File: src/rtl/commit_unit.sv
// ============================================================================
// commit_unit : in-order retirement of the ROB head (ALU/load writeback,
//               store handshake, branch mispredict redirect and flush).
// Revision    : 1.0
// ============================================================================
`default_nettype none

module commit_unit #(
  parameter int FLUSH_CYCLES = 2,
  parameter int ROB_IDX_W    = 4
) (
  input  logic                 clk,
  input  logic                 reset,
  input  logic                 rob_head_valid,
  input  logic                 rob_head_ready,
  input  logic [1:0]           rob_head_itype,
  input  logic [4:0]           rob_head_dest,
  input  logic [31:0]          rob_head_value,
  input  logic [31:0]          rob_head_addr,
  input  logic [ROB_IDX_W-1:0] rob_head_num,
  input  logic [31:0]          rob_head_pc,
  input  logic                 rob_head_taken,
  input  logic                 rob_head_pred,
  input  logic [31:0]          rob_head_target,
  input  logic                 mem_ack,
  output logic                 rob_rd_en,
  output logic                 rf_we,
  output logic [4:0]           rf_waddr,
  output logic [31:0]          rf_wdata,
  output logic [ROB_IDX_W-1:0] rf_wrob,
  output logic                 mem_req,
  output logic [31:0]          mem_addr,
  output logic [31:0]          mem_wdata,
  output logic                 redirect_valid,
  output logic [31:0]          redirect_pc,
  output logic                 flush,
  output logic [31:0]          commit_count
);

  localparam logic [1:0] C_ITYPE_BRANCH = 2'b00;
  localparam logic [1:0] C_ITYPE_STORE  = 2'b01;
  localparam logic [3:0] C_FLUSH_LAST   = 4'(FLUSH_CYCLES - 1);

  typedef enum logic [1:0] {
    S_RUN     = 2'd0,
    S_ST_WAIT = 2'd1,
    S_FLUSH   = 2'd2
  } state_t;

  state_t                 state_q, state_d;
  logic [3:0]             flush_cnt_q, flush_cnt_d;
  logic                   rf_we_q, rf_we_d;
  logic [4:0]             rf_waddr_q, rf_waddr_d;
  logic [31:0]            rf_wdata_q, rf_wdata_d;
  logic [ROB_IDX_W-1:0]   rf_wrob_q, rf_wrob_d;
  logic                   mem_req_q, mem_req_d;
  logic [31:0]            mem_addr_q, mem_addr_d;
  logic [31:0]            mem_wdata_q, mem_wdata_d;
  logic                   redirect_valid_q, redirect_valid_d;
  logic [31:0]            redirect_pc_q, redirect_pc_d;
  logic                   flush_q, flush_d;
  logic [31:0]            commit_count_q, commit_count_d;
  logic                   w_eligible;

  assign w_eligible = rob_head_valid & rob_head_ready;

  always_comb begin
    state_d          = state_q;
    flush_cnt_d      = flush_cnt_q;
    rf_we_d          = 1'b0;
    rf_waddr_d       = rf_waddr_q;
    rf_wdata_d       = rf_wdata_q;
    rf_wrob_d        = rf_wrob_q;
    mem_req_d        = mem_req_q;
    mem_addr_d       = mem_addr_q;
    mem_wdata_d      = mem_wdata_q;
    redirect_valid_d = 1'b0;
    redirect_pc_d    = redirect_pc_q;
    flush_d          = flush_q;
    commit_count_d   = commit_count_q;
    rob_rd_en        = 1'b0;

    case (state_q)
      S_RUN: begin
        if (w_eligible) begin
          case (rob_head_itype)
            C_ITYPE_BRANCH: begin
              rob_rd_en = 1'b1;
              if (rob_head_taken != rob_head_pred) begin
                redirect_valid_d = 1'b1;
                redirect_pc_d    = rob_head_taken ? rob_head_target
                                                  : rob_head_pc + 32'd4;
                flush_d          = 1'b1;
                flush_cnt_d      = C_FLUSH_LAST;
                state_d          = S_FLUSH;
              end
            end
            C_ITYPE_STORE: begin
              // The store stays at the head until memory accepts it.
              mem_req_d   = 1'b1;
              mem_addr_d  = rob_head_addr;
              mem_wdata_d = rob_head_value;
              state_d     = S_ST_WAIT;
            end
            default: begin
              rob_rd_en  = 1'b1;
              rf_we_d    = (rob_head_dest != 5'd0);
              rf_waddr_d = rob_head_dest;
              rf_wdata_d = rob_head_value;
              rf_wrob_d  = rob_head_num;
            end
          endcase
        end
      end
      S_ST_WAIT: begin
        if (mem_ack) begin
          rob_rd_en = 1'b1;
          mem_req_d = 1'b0;
          state_d   = S_RUN;
        end
      end
      S_FLUSH: begin
        // flush_cnt_q counts the flush cycles still to come after this one.
        if (flush_cnt_q == 4'd0) begin
          flush_d = 1'b0;
          state_d = S_RUN;
        end else begin
          flush_cnt_d = flush_cnt_q - 4'd1;
        end
      end
      default: begin
        state_d   = S_RUN;
        flush_d   = 1'b0;
        mem_req_d = 1'b0;
      end
    endcase

    if (rob_rd_en) begin
      commit_count_d = commit_count_q + 32'd1;
    end

    if (reset) begin
      rob_rd_en = 1'b0;
    end
  end

  always_ff @(posedge clk) begin
    if (reset) begin
      state_q          <= S_RUN;
      flush_cnt_q      <= 4'd0;
      rf_we_q          <= 1'b0;
      rf_waddr_q       <= 5'd0;
      rf_wdata_q       <= 32'd0;
      rf_wrob_q        <= '0;
      mem_req_q        <= 1'b0;
      mem_addr_q       <= 32'd0;
      mem_wdata_q      <= 32'd0;
      redirect_valid_q <= 1'b0;
      redirect_pc_q    <= 32'd0;
      flush_q          <= 1'b0;
      commit_count_q   <= 32'd0;
    end else begin
      state_q          <= state_d;
      flush_cnt_q      <= flush_cnt_d;
      rf_we_q          <= rf_we_d;
      rf_waddr_q       <= rf_waddr_d;
      rf_wdata_q       <= rf_wdata_d;
      rf_wrob_q        <= rf_wrob_d;
      mem_req_q        <= mem_req_d;
      mem_addr_q       <= mem_addr_d;
      mem_wdata_q      <= mem_wdata_d;
      redirect_valid_q <= redirect_valid_d;
      redirect_pc_q    <= redirect_pc_d;
      flush_q          <= flush_d;
      commit_count_q   <= commit_count_d;
    end
  end

  assign rf_we          = rf_we_q;
  assign rf_waddr       = rf_waddr_q;
  assign rf_wdata       = rf_wdata_q;
  assign rf_wrob        = rf_wrob_q;
  assign mem_req        = mem_req_q;
  assign mem_addr       = mem_addr_q;
  assign mem_wdata      = mem_wdata_q;
  assign redirect_valid = redirect_valid_q;
  assign redirect_pc    = redirect_pc_q;
  assign flush          = flush_q;
  assign commit_count   = commit_count_q;

endmodule

`default_nettype wire

File: config.mk
export PLATFORM = sky130hd
export DESIGN_NAME = commit_unit
export DESIGN_NICKNAME = d
export VERILOG_FILES = /design/src/rtl/commit_unit.sv
export SDC_FILE = /design/constraint.sdc
export NUM_CORES = 1
export LEC_CHECK = 0
export CAP_MARGIN = 10
export CORE_AREA = 2 2 132 134
export DETAILED_ROUTE_END_ITERATION = 12
export DIE_AREA = 0 0 134 136
export GPL_ROUTABILITY_DRIVEN = 0
export HOLD_SLACK_MARGIN = 0.06
export PLACE_DENSITY = 0.84
export SYNTH_ARGS = -nofsm -noshare
export SYNTH_HDL_FRONTEND = slang
export SYNTH_SLANG_ARGS = --single-unit
export TNS_END_PERCENT = 100
File: constraint.sdc
create_clock -name clk -period 3.7 [get_ports clk]
set_input_delay 0.555 -clock clk [delete_from_list [all_inputs] [get_ports clk]]
set_output_delay 0.555 -clock clk [all_outputs]
set_load 0.1 [all_outputs]
==> run metrics, run 1 <==
PostCTS Resize Cnt=0; Core Region=0.0169 mm²; total grt overflow=0; DP Wirelength=about 17 mm; DIE AREA=approximately 0.018 mm²; Fmax=0.361 GHz; crit path DAT=2210 ps; P_leak=3.85 nW; Post-CTS Setup Bufs=0; Cells after Synth=959; peak supply drop=295 µV; Async SR Flop Fraction=0%; io pins=320; commonest non-fill, non-tap cell in the layout=clkdlybuf4s50_1; Clock Power Share=between 30% and 40%; required time of the worst setup path=3140 ps; final hold slack=451 ps; DRC viols=0; Port-buffer cells=319; Placed Instances=1,449; number of cell rows=48; Synth Flop Type=dfxtp_1; DR vias=7,893; Final Skew=11.9 ps; Synth Cell Area=0.00754 mm²; first-pass GRT wire length=37.0 mm; CP Capture Type=output port; syn_nets=1,108; Worst-Skew Late Latency=420 ps; vias in the first global route=7,309; Sw Ratio=between 20% and 30%; Vias per Instance=5.33; per-cell routed wire length=16.2 µm; Final nets=1,392; Tcrit/Tclk final=between 70% and 80%; hold path start=redirect_pc[4]; YS warnings=0; Synth Register Bits=179; final antenna-violating net count=0; Die Span Y=between 100 and 150 µm; CTS tree=done; combinational group share of total power=16.2%; Seq/Total Area, Yosys=47.5%; 1st-iter DRT viols=575; Final Hold Vio Count=0; Seq pwr share=44.5%; drt first pass iters=5; CTS root buf=clkbuf_16; Total GRT Usage=25.3%; PD cells=390 mW/mm²; non-filler cells, final=approximately 1,500; Post-synth EDFFs=0; H-tree levels=4; MaxCap Viol Count=0; Num Clock Sinks=179; CTS Buf Count=17; Slew headroom=29.3%; RSZ-0062 raised after global routing=false; status=completed; Worst-Margin Slew=1060 ps; setup TNS=0 ps; Max Slew Vio Count=0; Layout Utilization=67.8%; Final Setup Violations=0; Mean Syn Cell Area=7.86 µm²; Switch Pwr=0.00133 W; Total Wirelength=around 24 mm; clk slew on worst S/H paths=70 ps; largest net degree at the start of global routing=87; layout cells sized above 1=about 4.5%; starting density of the core=44.7%; Final Critical Period=2770 ps; commonest non-fill, non-tap cells in the layout=317 x clkdlybuf4s50_1, 263 x nand2_1, 179 x dfxtp_1; Reg-to-Reg Start=commit_count[6]; Die Width=between 100 and 150 µm; worst-path fanout max=9; Worst Setup SP=rob_head_ready; Layout area overhead=51.8%; internal power=~0.0031 W; Worst Setup Start Kind=primary input; crit path kind=primary input to output port; final antenna diode count=0; worst min-delay path class=register to register; hold buffers post-CTS=0; Synth cell types=50; Clock Tree Buf Depth=2; initial antenna violation count=0
-- cells by family after synthesis --
logic type	count (synthesis)	synth area share, %
multiplexers	3	0.398
adder cells (fa/ha/maj)	3	0.498
XOR/XNOR	42	4.88
flip-flops	179	47.5
AO/OA/AOI/OAI	219	16.3
AND/OR/NAND/NOR	439	26.7
buffers and inverters	74	3.72
-- power by group through the flow --
stage | Sequential [W] | Clock, W | Combinational, W
2_1_floorplan | 0.00230 | 0 | 0.000152
3_3_place_gp | 0.00203 | 0 | 0.000715
3_5_place_dp | 0.00203 | 0 | 0.000720
4_1_cts | 0.00199 | 0.00179 | 0.000722
5_1_grt | 0.00199 | 0.00187 | 0.000758
6_report | 0.00199 | 0.00176 | 0.000722
-- sequential cells by signal, indices dropped and copies added, names as in the netlist --
name and count:
mem_req 1, redirect_valid 1, redirect_pc 32, rf_wrob 4
mem_addr 32, commit_count 32, rf_we 1, rf_waddr 5
flush_cnt_q 4, state_q 2, mem_wdata 32, flush 1
rf_wdata 32
-- metal layers --
layer / global-route usage [%] / routed length [µm] / up-vias
met5: 0 / 0 / -
met4: 12.5 / 994 / 0
met3: 7.76 / 2130 / 64
met1: 29.3 / 9280 / 3592
met2: 42.6 / 11500 / 361
li1: - / - / 3876
-- stage by stage --
step                      setup slack, ps  instance area, µm²  total power (W)
after floorplan                       665                7540          0.00245
after global placement                611               10900          0.00274
after detailed placement              614               10900          0.00275
after CTS                             962               11400          0.00449
after global routing                  826               11400          0.00462
final                                 931               11400          0.00446
-- worst max-delay path: stages --
cell	delay (ps)
clkdlybuf4s50_1	430
nor4bb_1	150
buf_4	170
a21oi_1	520
nor2_1	170
buf_12	210
-- worst paths after layout --
| path | to | cells past startpoint | slack (ps) |
|---|---|---|---|
| worst max register to register | commit_count[28] | 5 | 1090 |
| worst min register to register | redirect_pc[4] | 2 | 450 |
| worst max-delay path | rob_rd_en | 6 | 930 |
| worst min-delay path | redirect_pc[4] | 2 | 450 |
-- synthesized netlist by cell type (4+ instances only) --
| cell type | number | area (µm²) |
|---|---|---|
| nor4_1 | 4 | 25.0 |
| a21oi_1 | 145 | 726 |
| and2_1 | 4 | 25.0 |
| o21ai_0 | 21 | 105 |
| a31oi_1 | 6 | 37.5 |
| xnor2_1 | 26 | 228 |
| and4_1 | 6 | 52.6 |
| nor2_1 | 37 | 139 |
| o211ai_1 | 7 | 52.6 |
| dfxtp_1 | 179 | 3580 |
| nand3_1 | 23 | 115 |
| o31ai_1 | 8 | 60.1 |
| or4_1 | 11 | 82.6 |
| inv_1 | 8 | 30.0 |
| buf_1 | 5 | 18.8 |
| clkbuf_1 | 59 | 221 |
| nand2_1 | 264 | 991 |
| nor3_1 | 15 | 75.1 |
| xor2_1 | 16 | 140 |
| nand2b_1 | 7 | 43.8 |
| nand4_1 | 24 | 150 |
| a211oi_1 | 7 | 52.6 |
| and3_1 | 21 | 131 |
| o22ai_1 | 8 | 50.1 |
| or3_1 | 10 | 62.6 |
-- cell type report --
| class | count | area [µm²] |
|---|---|---|
| repair buffers | 331 | 3290 |
| well taps | 225 | 282 |
| multi-input cells | 706 | 3680 |
| clock buffers | 18 | 439 |
| fillers | 1344 | 5430 |
| flip-flops and latches | 179 | 3580 |
| clock inverters | 14 | 140 |
| inverters | 8 | 30.0 |
Note: power is estimated with default switching activity, not from simulation.
==> inputs of run 2 (changes only) <==
--- a/config.mk
+++ b/config.mk
@@ -6,12 +6,12 @@
 export NUM_CORES = 1
 export LEC_CHECK = 0
 export CAP_MARGIN = 10
-export CORE_AREA = 2 2 132 134
+export CORE_AREA = 2 2 136 138
 export DETAILED_ROUTE_END_ITERATION = 12
-export DIE_AREA = 0 0 134 136
+export DIE_AREA = 0 0 138 140
 export GPL_ROUTABILITY_DRIVEN = 0
 export HOLD_SLACK_MARGIN = 0.06
-export PLACE_DENSITY = 0.84
+export PLACE_DENSITY = 0.8
 export SYNTH_ARGS = -nofsm -noshare
 export SYNTH_HDL_FRONTEND = slang
 export SYNTH_SLANG_ARGS = --single-unit
==> constraint.sdc (replaced) <==
create_clock -name clk -period 2.8 [get_ports clk]
set_input_delay 0.42 -clock clk [delete_from_list [all_inputs] [get_ports clk]]
set_output_delay 0.42 -clock clk [all_outputs]
set_load 0.1 [all_outputs]
==> run 2 against run 1 <==
Sequential cell count is the same. First-iteration DRC count down 18%. Core utilization down 4.7 points.
==> run metrics, run 2 (same netlist as run 1, synthesis figures left out) <==
Fillers=1,542 (+15%); CTS root buf=clkbuf_16; PostCTS Resize Cnt=0 (unchanged); Worst-Margin Slew=719 ps (-339 ps); vias in the first global route=7,348 (+0.53%); Max Slew Vio Count=0 (unchanged); Final Skew=12.1 ps (+0.122 ps); status=completed; number of cell rows=49 (+2.1%); R2R setup slack=300 ps (-790 ps); combinational group share of total power=15.8% (-0.4 points); final hold slack=344 ps (-107 ps); CTS tree=done; Total Wirelength=24.5 mm (+2.5%); clk slew on worst S/H paths=70 ps (about the same); Total GRT Usage=24.7% (-0.62 points); CP Capture Type=register; per-cell routed wire length=16.3 µm (+1.1%); Reg-to-Reg Start=commit_count[6]; crit path DAT=2840 ps (+630 ps); io pins=320 (unchanged); RR Endpoint=commit_count[28]; worst r2r path cells=5 (unchanged); crit path kind=register to register; Num Clock Sinks=179 (unchanged); Core Region=0.0178 mm² (+5.4%); DP Wirelength=17.9 mm (+2.9%); Multi-input gate area=0.00368 mm² (unchanged); Post-CTS Setup Bufs=0 (unchanged); commonest non-fill, non-tap cells in the layout=263 x nand2_1, 200 x buf_4, 169 x dfxtp_1; Tcrit/Tclk final=89.3%; Clock Tree Buf Depth=2 (unchanged); Final Hold Vio Count=0 (unchanged); final antenna-violating net count=0 (unchanged); PD cells=540 mW/mm² (+38%); peak supply drop=390 µV (+32%); RSZ-0062 raised after global routing=false; Seq pwr share=43.3% (-1.2 points); worst-path fanout max=12 (+3); CTS Buf Count=17 (unchanged); MaxCap Viol Count=0 (unchanged); hold buffers post-CTS=0 (unchanged); Worst Setup SP=commit_count[6]; total grt overflow=0 (unchanged); first-pass GRT wire length=38.9 mm (+5.3%); CP endpoint=commit_count[28]; final antenna diode count=0 (unchanged); largest net degree at the start of global routing=67 (-23%); Die Width=138 µm (+3.0%); layout cells sized above 1=20.1% (+16 points); Sw Ratio=29.2% (-0.57 points); setup TNS=0 ps (unchanged); Vias per Instance=5.23 (-2.0%); DR vias=7,848 (-0.57%); Slew headroom=52.1% (+23 points); Worst-Skew Late Latency=420 ps (about the same); Port-buffer cells=319 (unchanged); Final Critical Period=2500 ps; H-tree levels=4 (unchanged); Clock Power Share=40.9% (+1.6 points); P_leak=4.31 nW (+12%); Final nets=1,409 (+1.2%); register area=0.00360 mm² (+0.35%); internal power=0.00429 W (+37%); starting density of the core=42.4% (-2.3 points); Fmax=0.400 GHz; DIE AREA=0.0193 mm² (+6.0%); 1st-iter DRT viols=469 (-18%); initial antenna violation count=0 (unchanged); drt first pass iters=5 (unchanged); commonest non-fill, non-tap cell in the layout=nand2_1; worst min-delay path class=primary input to register; required time of the worst setup path=3140 ps (about the same); Switch Pwr=0.00177 W (+33%); Layout area overhead=48.9%; Die Span Y=140 µm (+2.9%); DRC viols=0 (unchanged); Worst Setup Start Kind=register; Final Setup Violations=0 (unchanged)
## run 2: cell types whose count changed in the layout (fill, tap and decap cells not counted), sizes merged
cell,delta
buf,+190
bufinv,+2
clkbuf,-1
clkdlybuf4s50,-173
clkinv,-3
clkinvlp,+1
inv,+1
## run 2: worst min path at each step
stage               slack [ps]         endpoint       startpoint  cells after the start
CTS                        340  redirect_pc[30]            reset                      2
finish                     340  redirect_pc[30]            reset                      2
global route               340  redirect_pc[30]            reset                      2
global placement           440  redirect_pc[13]  redirect_pc[13]                      2
floorplan                  470   flush_cnt_q[1]   flush_cnt_q[1]                      2
detailed placement         450    mem_wdata[24]    mem_wdata[24]                      2
## run 2: critical path, cell delays in order (launching register included)
cell     delay (ps)
dfxtp_2         410
nand3_2         190
or4_4           550
or4_4           560
or4_1           510
a21oi_1         190
## run 2: stage by stage
step | util, % | setup slack, ps | power [W] | std cells | instance area (µm²)
2_1_floorplan | - | 100 | 0.00324 | 959 | 7550
3_3_place_gp | 59.7 | 89.6 | 0.00364 | 1470 | 10600
3_5_place_dp | 59.7 | 45.6 | 0.00364 | 1470 | 10600
4_1_cts | 63.1 | 323 | 0.00610 | 1502 | 11200
5_1_grt | 63.1 | 212 | 0.00627 | 1502 | 11200
6_report | 63.1 | 300 | 0.00606 | 1502 | 11200
## run 2: layout make-up
class / instances / share of cell area (%)
multi-input cells: 706 / 32.8
flip-flops and latches: 179 / 32.0
repair buffers: 348 / 26.9
clock buffers: 17 / 3.79
well taps: 229 / 2.55
clock inverters: 15 / 1.65
inverters: 8 / 0.267
## run 2: metal layers
layer,part of all wire (%),vias to the layer above,routed length (µm),track usage [%]
met5,0,-,0,0
met4,3.1,0,764,9.83
met3,8.3,46,2040,7.21
met2,48,325,11800,41.6
met1,40,3570,9890,29.8
li1,-,3907,-,-
## run 2: power groups by stage
stage / Clock (W) / Sequential (W) / Combinational [W]
2_1_floorplan: 0 / 0.00304 / 0.000201
3_3_place_gp: 0 / 0.00268 / 0.000953
3_5_place_dp: 0 / 0.00268 / 0.000957
4_1_cts: 0.00252 / 0.00263 / 0.000959
5_1_grt: 0.00263 / 0.00263 / 0.00101
6_report: 0.00247 / 0.00263 / 0.000957
==> inputs of run 3 (changes only) <==
--- a/config.mk
+++ b/config.mk
@@ -12,6 +12,7 @@
 export GPL_ROUTABILITY_DRIVEN = 0
 export HOLD_SLACK_MARGIN = 0.06
 export PLACE_DENSITY = 0.8
+export SLEW_MARGIN = 40
 export SYNTH_ARGS = -nofsm -noshare
 export SYNTH_HDL_FRONTEND = slang
 export SYNTH_SLANG_ARGS = --single-unit
==> results of run 3 <==
No change in the layout: final DEF, timing and power equal those of run 2.
